<file path="src/rtl/retire_stage_pkg.sv">
//==============================================================================
// Module : retire_stage_pkg
// Brief  : Shared types and default constants for the in-order retire stage.
// Rev    : 1.0
//==============================================================================
`default_nettype none

package retire_stage_pkg;

    localparam int c_rob_size     = 32;
    localparam int c_xlen         = 32;
    localparam int c_reg_w        = 5;
    localparam int c_flush_cycles = 2;
    localparam int c_cnt_w        = 64;
    localparam int c_tag_w        = $clog2(c_rob_size);

    typedef enum logic [1:0] {
        RUN    = 2'd0,
        SQUASH = 2'd1,
        DRAIN  = 2'd2,
        HALTED = 2'd3
    } RT_STATE;

    // Integration bundles at the default widths; bit meaning matches the flat ports.
    typedef struct packed {
        logic               we;
        logic [c_reg_w-1:0] idx;
        logic [c_xlen-1:0]  data;
    } RT_RF_PACKET;

    typedef struct packed {
        logic               clr;
        logic [c_reg_w-1:0] idx;
        logic [c_tag_w-1:0] tag;
    } RT_MT_PACKET;

    typedef struct packed {
        logic              valid;
        logic [c_xlen-1:0] pc;
    } RT_REDIRECT_PACKET;

endpackage

`default_nettype wire

</file>
<file path="src/rtl/retire_stage_if.sv">
//==============================================================================
// Module : retire_stage_if
// Brief  : ROB-head inputs and commit-side outputs of the retire stage.
// Rev    : 1.0
//==============================================================================
`default_nettype none

interface retire_stage_if #(
    parameter int ROB_SIZE = 32,
    parameter int XLEN     = 32,
    parameter int REG_W    = 5,
    parameter int CNT_W    = 64
);
    localparam int TAG_W = $clog2(ROB_SIZE);

    logic             head_valid;
    logic             head_cp;
    logic             head_ep;
    logic             head_halt;
    logic [TAG_W-1:0] head_tag;
    logic [REG_W-1:0] head_reg_idx;
    logic [XLEN-1:0]  head_value;
    logic [XLEN-1:0]  head_npc;

    logic             rt_ack;
    logic             rf_we;
    logic [REG_W-1:0] rf_widx;
    logic [XLEN-1:0]  rf_wdata;
    logic             mt_clr;
    logic [REG_W-1:0] mt_clr_idx;
    logic [TAG_W-1:0] mt_clr_tag;
    logic             squash;
    logic             redirect_valid;
    logic [XLEN-1:0]  redirect_pc;
    logic             halted;
    logic [CNT_W-1:0] retired_cnt;

    // ROB / environment side
    modport master (
        output head_valid, head_cp, head_ep, head_halt,
               head_tag, head_reg_idx, head_value, head_npc,
        input  rt_ack, rf_we, rf_widx, rf_wdata, mt_clr, mt_clr_idx, mt_clr_tag,
               squash, redirect_valid, redirect_pc, halted, retired_cnt
    );

    // Retire stage side
    modport slave (
        input  head_valid, head_cp, head_ep, head_halt,
               head_tag, head_reg_idx, head_value, head_npc,
        output rt_ack, rf_we, rf_widx, rf_wdata, mt_clr, mt_clr_idx, mt_clr_tag,
               squash, redirect_valid, redirect_pc, halted, retired_cnt
    );

endinterface

`default_nettype wire

</file>
<file path="src/rtl/retire_stage.sv">
//==============================================================================
// Module : retire_stage
// Brief  : In-order commit stage: pops the ROB head, writes the ARF, clears the
//          map table, handles branch squash/redirect and halt.
// Rev    : 1.0
//==============================================================================
`default_nettype none

module retire_stage
    import retire_stage_pkg::*;
#(
    parameter int ROB_SIZE     = c_rob_size,
    parameter int XLEN         = c_xlen,
    parameter int REG_W        = c_reg_w,
    parameter int FLUSH_CYCLES = c_flush_cycles,
    parameter int CNT_W        = c_cnt_w
) (
    input  wire logic     clock,
    input  wire logic     reset,
    retire_stage_if.slave bus
);

    localparam int         TAG_W       = $clog2(ROB_SIZE);
    localparam logic [3:0] c_drain_len = 4'(FLUSH_CYCLES);

    RT_STATE          r_state;
    logic [3:0]       r_drain;
    logic             r_rf_we;
    logic [REG_W-1:0] r_rf_widx;
    logic [XLEN-1:0]  r_rf_wdata;
    logic             r_mt_clr;
    logic [REG_W-1:0] r_mt_clr_idx;
    logic [TAG_W-1:0] r_mt_clr_tag;
    logic             r_squash;
    logic             r_redirect_valid;
    logic [XLEN-1:0]  r_redirect_pc;
    logic             r_halted;
    logic [CNT_W-1:0] r_retired_cnt;

    logic             w_retire;
    logic             w_has_dest;

    // Gated by reset so no pop is signalled while the stage is being reset.
    assign w_retire   = !reset && (r_state == RUN) && bus.head_valid && bus.head_cp;
    assign w_has_dest = (bus.head_reg_idx != '0);

    always_ff @(posedge clock or posedge reset) begin
        if (reset) begin
            r_state          <= RUN;
            r_drain          <= '0;
            r_rf_we          <= 1'b0;
            r_rf_widx        <= '0;
            r_rf_wdata       <= '0;
            r_mt_clr         <= 1'b0;
            r_mt_clr_idx     <= '0;
            r_mt_clr_tag     <= '0;
            r_squash         <= 1'b0;
            r_redirect_valid <= 1'b0;
            r_redirect_pc    <= '0;
            r_halted         <= 1'b0;
            r_retired_cnt    <= '0;
        end else begin
            r_rf_we          <= 1'b0;
            r_mt_clr         <= 1'b0;
            r_squash         <= 1'b0;
            r_redirect_valid <= 1'b0;

            case (r_state)
                RUN: begin
                    if (w_retire) begin
                        r_rf_we       <= w_has_dest;
                        r_rf_widx     <= bus.head_reg_idx;
                        r_rf_wdata    <= bus.head_value;
                        r_mt_clr      <= w_has_dest;
                        r_mt_clr_idx  <= bus.head_reg_idx;
                        r_mt_clr_tag  <= bus.head_tag;
                        r_retired_cnt <= r_retired_cnt + 1'b1;
                        // A taken branch outranks a halt flag on the same entry.
                        if (bus.head_ep) begin
                            r_squash         <= 1'b1;
                            r_redirect_valid <= 1'b1;
                            r_redirect_pc    <= bus.head_npc;
                            r_state          <= SQUASH;
                        end else if (bus.head_halt) begin
                            r_halted <= 1'b1;
                            r_state  <= HALTED;
                        end
                    end
                end
                SQUASH: begin
                    r_drain <= c_drain_len;
                    r_state <= DRAIN;
                end
                DRAIN: begin
                    if (r_drain <= 4'd1) begin
                        r_drain <= '0;
                        r_state <= RUN;
                    end else begin
                        r_drain <= r_drain - 4'd1;
                    end
                end
                HALTED: begin
                    r_state <= HALTED;
                end
                default: begin
                    r_state <= RUN;
                end
            endcase
        end
    end

    assign bus.rt_ack         = w_retire;
    assign bus.rf_we          = r_rf_we;
    assign bus.rf_widx        = r_rf_widx;
    assign bus.rf_wdata       = r_rf_wdata;
    assign bus.mt_clr         = r_mt_clr;
    assign bus.mt_clr_idx     = r_mt_clr_idx;
    assign bus.mt_clr_tag     = r_mt_clr_tag;
    assign bus.squash         = r_squash;
    assign bus.redirect_valid = r_redirect_valid;
    assign bus.redirect_pc    = r_redirect_pc;
    assign bus.halted         = r_halted;
    assign bus.retired_cnt    = r_retired_cnt;

endmodule

`default_nettype wire

</file>
<file path="src/flat_wrapper.sv">
// flat-port wrapper written by rule: the top's interface ports become plain ports
module retire_stage_flat import retire_stage_pkg::*;
#(
    parameter int ROB_SIZE     = c_rob_size,
    parameter int XLEN         = c_xlen,
    parameter int REG_W        = c_reg_w,
    parameter int FLUSH_CYCLES = c_flush_cycles,
    parameter int CNT_W        = c_cnt_w
)
  (clock, reset, bus_head_valid, bus_head_cp, bus_head_ep, bus_head_halt, bus_head_tag, bus_head_reg_idx, bus_head_value, bus_head_npc, bus_rt_ack, bus_rf_we, bus_rf_widx, bus_rf_wdata, bus_mt_clr, bus_mt_clr_idx, bus_mt_clr_tag, bus_squash, bus_redirect_valid, bus_redirect_pc, bus_halted, bus_retired_cnt);
  retire_stage_if #(.ROB_SIZE(ROB_SIZE), .XLEN(XLEN), .REG_W(REG_W), .CNT_W(CNT_W)) bus_i ();
  input  wire logic clock;
  input  wire logic reset;
  input wire logic [$bits(bus_i.head_valid)-1:0] bus_head_valid;
  input wire logic [$bits(bus_i.head_cp)-1:0] bus_head_cp;
  input wire logic [$bits(bus_i.head_ep)-1:0] bus_head_ep;
  input wire logic [$bits(bus_i.head_halt)-1:0] bus_head_halt;
  input wire logic [$bits(bus_i.head_tag)-1:0] bus_head_tag;
  input wire logic [$bits(bus_i.head_reg_idx)-1:0] bus_head_reg_idx;
  input wire logic [$bits(bus_i.head_value)-1:0] bus_head_value;
  input wire logic [$bits(bus_i.head_npc)-1:0] bus_head_npc;
  output wire logic [$bits(bus_i.rt_ack)-1:0] bus_rt_ack;
  output wire logic [$bits(bus_i.rf_we)-1:0] bus_rf_we;
  output wire logic [$bits(bus_i.rf_widx)-1:0] bus_rf_widx;
  output wire logic [$bits(bus_i.rf_wdata)-1:0] bus_rf_wdata;
  output wire logic [$bits(bus_i.mt_clr)-1:0] bus_mt_clr;
  output wire logic [$bits(bus_i.mt_clr_idx)-1:0] bus_mt_clr_idx;
  output wire logic [$bits(bus_i.mt_clr_tag)-1:0] bus_mt_clr_tag;
  output wire logic [$bits(bus_i.squash)-1:0] bus_squash;
  output wire logic [$bits(bus_i.redirect_valid)-1:0] bus_redirect_valid;
  output wire logic [$bits(bus_i.redirect_pc)-1:0] bus_redirect_pc;
  output wire logic [$bits(bus_i.halted)-1:0] bus_halted;
  output wire logic [$bits(bus_i.retired_cnt)-1:0] bus_retired_cnt;
  assign bus_i.head_valid = bus_head_valid;
  assign bus_i.head_cp = bus_head_cp;
  assign bus_i.head_ep = bus_head_ep;
  assign bus_i.head_halt = bus_head_halt;
  assign bus_i.head_tag = bus_head_tag;
  assign bus_i.head_reg_idx = bus_head_reg_idx;
  assign bus_i.head_value = bus_head_value;
  assign bus_i.head_npc = bus_head_npc;
  assign bus_rt_ack = bus_i.rt_ack;
  assign bus_rf_we = bus_i.rf_we;
  assign bus_rf_widx = bus_i.rf_widx;
  assign bus_rf_wdata = bus_i.rf_wdata;
  assign bus_mt_clr = bus_i.mt_clr;
  assign bus_mt_clr_idx = bus_i.mt_clr_idx;
  assign bus_mt_clr_tag = bus_i.mt_clr_tag;
  assign bus_squash = bus_i.squash;
  assign bus_redirect_valid = bus_i.redirect_valid;
  assign bus_redirect_pc = bus_i.redirect_pc;
  assign bus_halted = bus_i.halted;
  assign bus_retired_cnt = bus_i.retired_cnt;
  retire_stage #(.ROB_SIZE(ROB_SIZE), .XLEN(XLEN), .REG_W(REG_W), .FLUSH_CYCLES(FLUSH_CYCLES), .CNT_W(CNT_W)) u_core (.clock(clock), .reset(reset), .bus(bus_i));
endmodule
</file>
<file path="config.mk">
export PLATFORM = sky130hd
export DESIGN_NAME = retire_stage_flat
export DESIGN_NICKNAME = d
export VERILOG_FILES = /design/src/rtl/retire_stage_pkg.sv /design/src/rtl/retire_stage_if.sv /design/src/rtl/retire_stage.sv /design/src/flat_wrapper.sv
export SDC_FILE = /design/constraint.sdc
export NUM_CORES = 1
export LEC_CHECK = 0
export CAP_MARGIN = 20
export CORE_MARGIN = 3
export CORE_UTILIZATION = 41
export DETAILED_ROUTE_END_ITERATION = 16
export GPL_TIMING_DRIVEN = 0
export PLACE_DENSITY = 0.77
export REMOVE_ABC_BUFFERS = 1
export SYNTH_ARGS = -nofsm -noshare
export SYNTH_HDL_FRONTEND = slang
export SYNTH_SLANG_ARGS = --single-unit
</file>
<file path="constraint.sdc">
create_clock -name clock -period 4.7 [get_ports clock]
set_clock_uncertainty 0.2 [all_clocks]
set_input_delay 0.94 -clock clock [delete_from_list [all_inputs] [get_ports clock]]
set_output_delay 0.94 -clock clock [all_outputs]
set_load 0.005 [all_outputs]
</file>
==> flow_metrics.tcl <==
set metrics [dict create \
    cts_max_level 4 \
    cts_resized 2 \
    initial_core_util_pct 41.9 \
    cts_buffer_depth 2 \
    power_density_mw_per_mm2 454 \
    seq_power_share_pct 42.0 \
    power_mw 4.27 \
    crit_family "buffers and inverters" \
    cts_setup_buffers 0 \
    power_leakage_nw 4.37 \
    grt_setup_unrepaired "no" \
    slew_headroom_pct 49.2 \
    fin_crit_ns 4.43 \
    drc 0 \
    via_per_inst 4.82 \
    synth_area_leaders "dfrtp_1 58%, nand2_1 9.4%, mux2_2 5.8%" \
    finalWorstSetupSlack_ns 0.270 \
    synth_most_common_cell "nand2_1" \
    ir_drop_v 0.000252 \
    antenna_found_initial 0 \
    routedWlPerCell_um 16.0 \
    cts_root_buf "clkbuf_16" \
    cp.arrival_ns 3.29 \
    synth_ff_type "dfrtp_1" \
    power_frac_clock_pct 26.9 \
    yosys_warnings 0 \
    cpPeakStageDelay_ns 0.64 \
    p_int_mw 3.10 \
    die-area_mm2 0.0171 \
    cts.sink_count 147 \
    first_global_vias 5038 \
    final_core_util_pct 61.5 \
    syn_inst 590 \
    grt_max_degree 92 \
    crit_top_cell "clkdlybuf4s50_1" \
    synth-seq-area-share_pct 57.5 \
    pre_cts_ws_ns -0.364 \
    yosys.area.top_type "dfrtp_1" \
    startpoint_type "input port" \
    dp_hpwl_um 11600 \
    drt_iter0_drc 209 \
    num_rows 45 \
    vias 5013 \
    max_freq_mhz 226 \
    drive_gt1_share_pct 10.0 \
    antennaDiodeCount 0 \
    path_clk_slew_ns 0.05 \
    clk-insertion-delay-late_ns 0.41 \
    synthToLayoutAreaGrowth_pct 46.8 \
    hold_violations 0 \
    synth_seq_cells 147 \
    fp.coreArea_mm2 0.0153 \
    port_buffers 228 \
    setup_viol 0 \
    cp_slowest_cell "nand4b_4" \
    ios 229 \
    synth_edf_count 0 \
    first_pass_iters 4 \
    tightest_slew_ns 0.759 \
    die_x_um 131 \
    final_nets 906 \
    netlist_area_mm2 0.00640 \
    pwr-share-comb_pct 31.1 \
    grt_overflow_total 0 \
    grt_use_total_pct 19.5 \
    worst-path-max-fanout 48 \
    avgSynthCellArea_um2 10.8 \
    drt-total-wl_um 16600 \
    cts-buffers-inserted 17 \
    switchingPower_mw 1.16 \
    whs_ns 0.268 \
    hold_class "reg2reg" \
    cts_tree "done" \
    synthArstFlopShare_pct 100 \
    ctsHoldBuffers 0 \
    max_cap_violations 0 \
    place.gp.congestion 0.780 \
    yosysUniqueCellTypes 39 \
    status "completed" \
    endpoint_kind "output pin" \
    crit_required_ns 3.56 \
    crit_chain "clkdlybuf4s50_1, nand4b_4, inv_6, clkdlybuf4s50_1" \
    p_sw_share_pct 27.3 \
    critical_path_buf_inv_count 3 \
    finalMaxSlewViolations 0 \
    grt_pass1_wl_um 26100 \
    postRouteAntennaNets 0 \
    period_share_pct 94.3 \
    synth_common_cells "160 x nand2_1, 147 x dfrtp_1, 36 x xor2_1" \
    yosysTopAreaCellShare_pct 57.5 \
    worst-setup-path-type "in2out" \
    fillerInstances 1259 \
    dieHeight_um 131 \
]
-- metal layers --
layer  track usage [%]  routed length (µm)
met3              6.79                1500
met1              24.4                6950
met2              32.0                7990
met4              6.17                 172
met5                 0                   0
-- tightest hold or removal path, delay by kind of cell, from the launching register on --
family	cells	cell delay [ns]
flops	1	0.34
simple gates	2	0.10
-- per-stage QoR --
stage	cell area [µm²]	cells	setup TNS [ns]
global placement	8830	1008	-422.80
detailed placement	8890	1010	-4.27
floorplan	6280	569	-57.53
global route	9390	1039	0
finish	9390	1039	0
CTS	9390	1039	0
-- layout by cell type, fill, tap and decap left out, drive strengths merged, types with 16 or more instances in the layout --
master / n
nand4: 21
dfrtp: 147
clkbuf: 21
nand2: 160
nor3: 24
nor4: 16
xnor2: 26
inv: 21
nor2: 28
clkdlybuf4s50: 228
xor2: 36
mux2: 33
nand3: 19
-- layout make-up --
type                    count  area [µm²]  area share [%]
well taps                 211         264            2.81
multi-input cells         402        2540            27.1
clock buffers              21         440            4.69
inverters                  21        88.8           0.946
clock inverters             7        40.0           0.426
repair buffers            230        2340            24.9
flip-flops and latches    147        3680            39.2
-- state kept, by name, summed over array words and instances (netlist names) --
signal and flops:
u_core.bus.mt_clr 1, u_core.r_drain 4, u_core.r_state 2, u_core.bus.squash 1, u_core.bus.rf_widx 5, u_core.bus.halted 1, u_core.bus.rf_wdata 32, u_core.bus.retired_cnt 64
u_core.bus.redirect_pc 32, u_core.bus.mt_clr_tag 5
-- logic make-up after synthesis --
logic type               count (synthesis)  synth area share, %
XOR/XNOR                                62                 8.49
AND/OR/NAND/NOR                        286                 22.5
multiplexers                            35                 6.12
buffers and inverters                   42                 2.99
AO/OA/AOI/OAI                           11                 1.06
adder cells (fa/ha/maj)                  7                 1.37
flip-flops                             147                 57.5
-- path summary, 6_finish.rpt --
| check | to | from | slack, ns | cells after the start |
|---|---|---|---|---|
| worst min-delay path | u_core.bus.rf_wdata[18]$_DFFE_PP0P_ | u_core.bus.rf_wdata[18]$_DFFE_PP0P_ | 0.27 | 2 |
| worst max register to register | u_core.bus.retired_cnt[50]$_DFFE_PP0P_ | u_core.r_state[0]$_DFFE_PP0P_ | 1.16 | 8 |
| max in group asynchronous | u_core.bus.retired_cnt[0]$_DFFE_PP0P_ | reset | 2.54 | 3 |
| worst max-delay path | bus_rt_ack | reset | 0.27 | 4 |
| worst min register to register | u_core.bus.rf_wdata[18]$_DFFE_PP0P_ | u_core.bus.rf_wdata[18]$_DFFE_PP0P_ | 0.27 | 2 |
| min in group asynchronous | u_core.bus.redirect_pc[10]$_DFFE_PP0P_ | reset | 0.92 | 2 |
-- power by group through the flow --
stage          logic, mW  clock network (mW)  registers, mW
2_1_floorplan      0.434                   0           1.83
3_3_place_gp        1.30                   0           1.80
3_5_place_dp        1.33                   0           1.81
4_1_cts             1.35                1.18           1.80
5_1_grt             1.47                1.23           1.84
6_report            1.33                1.15           1.79
Power figures use the tool's default switching activity.
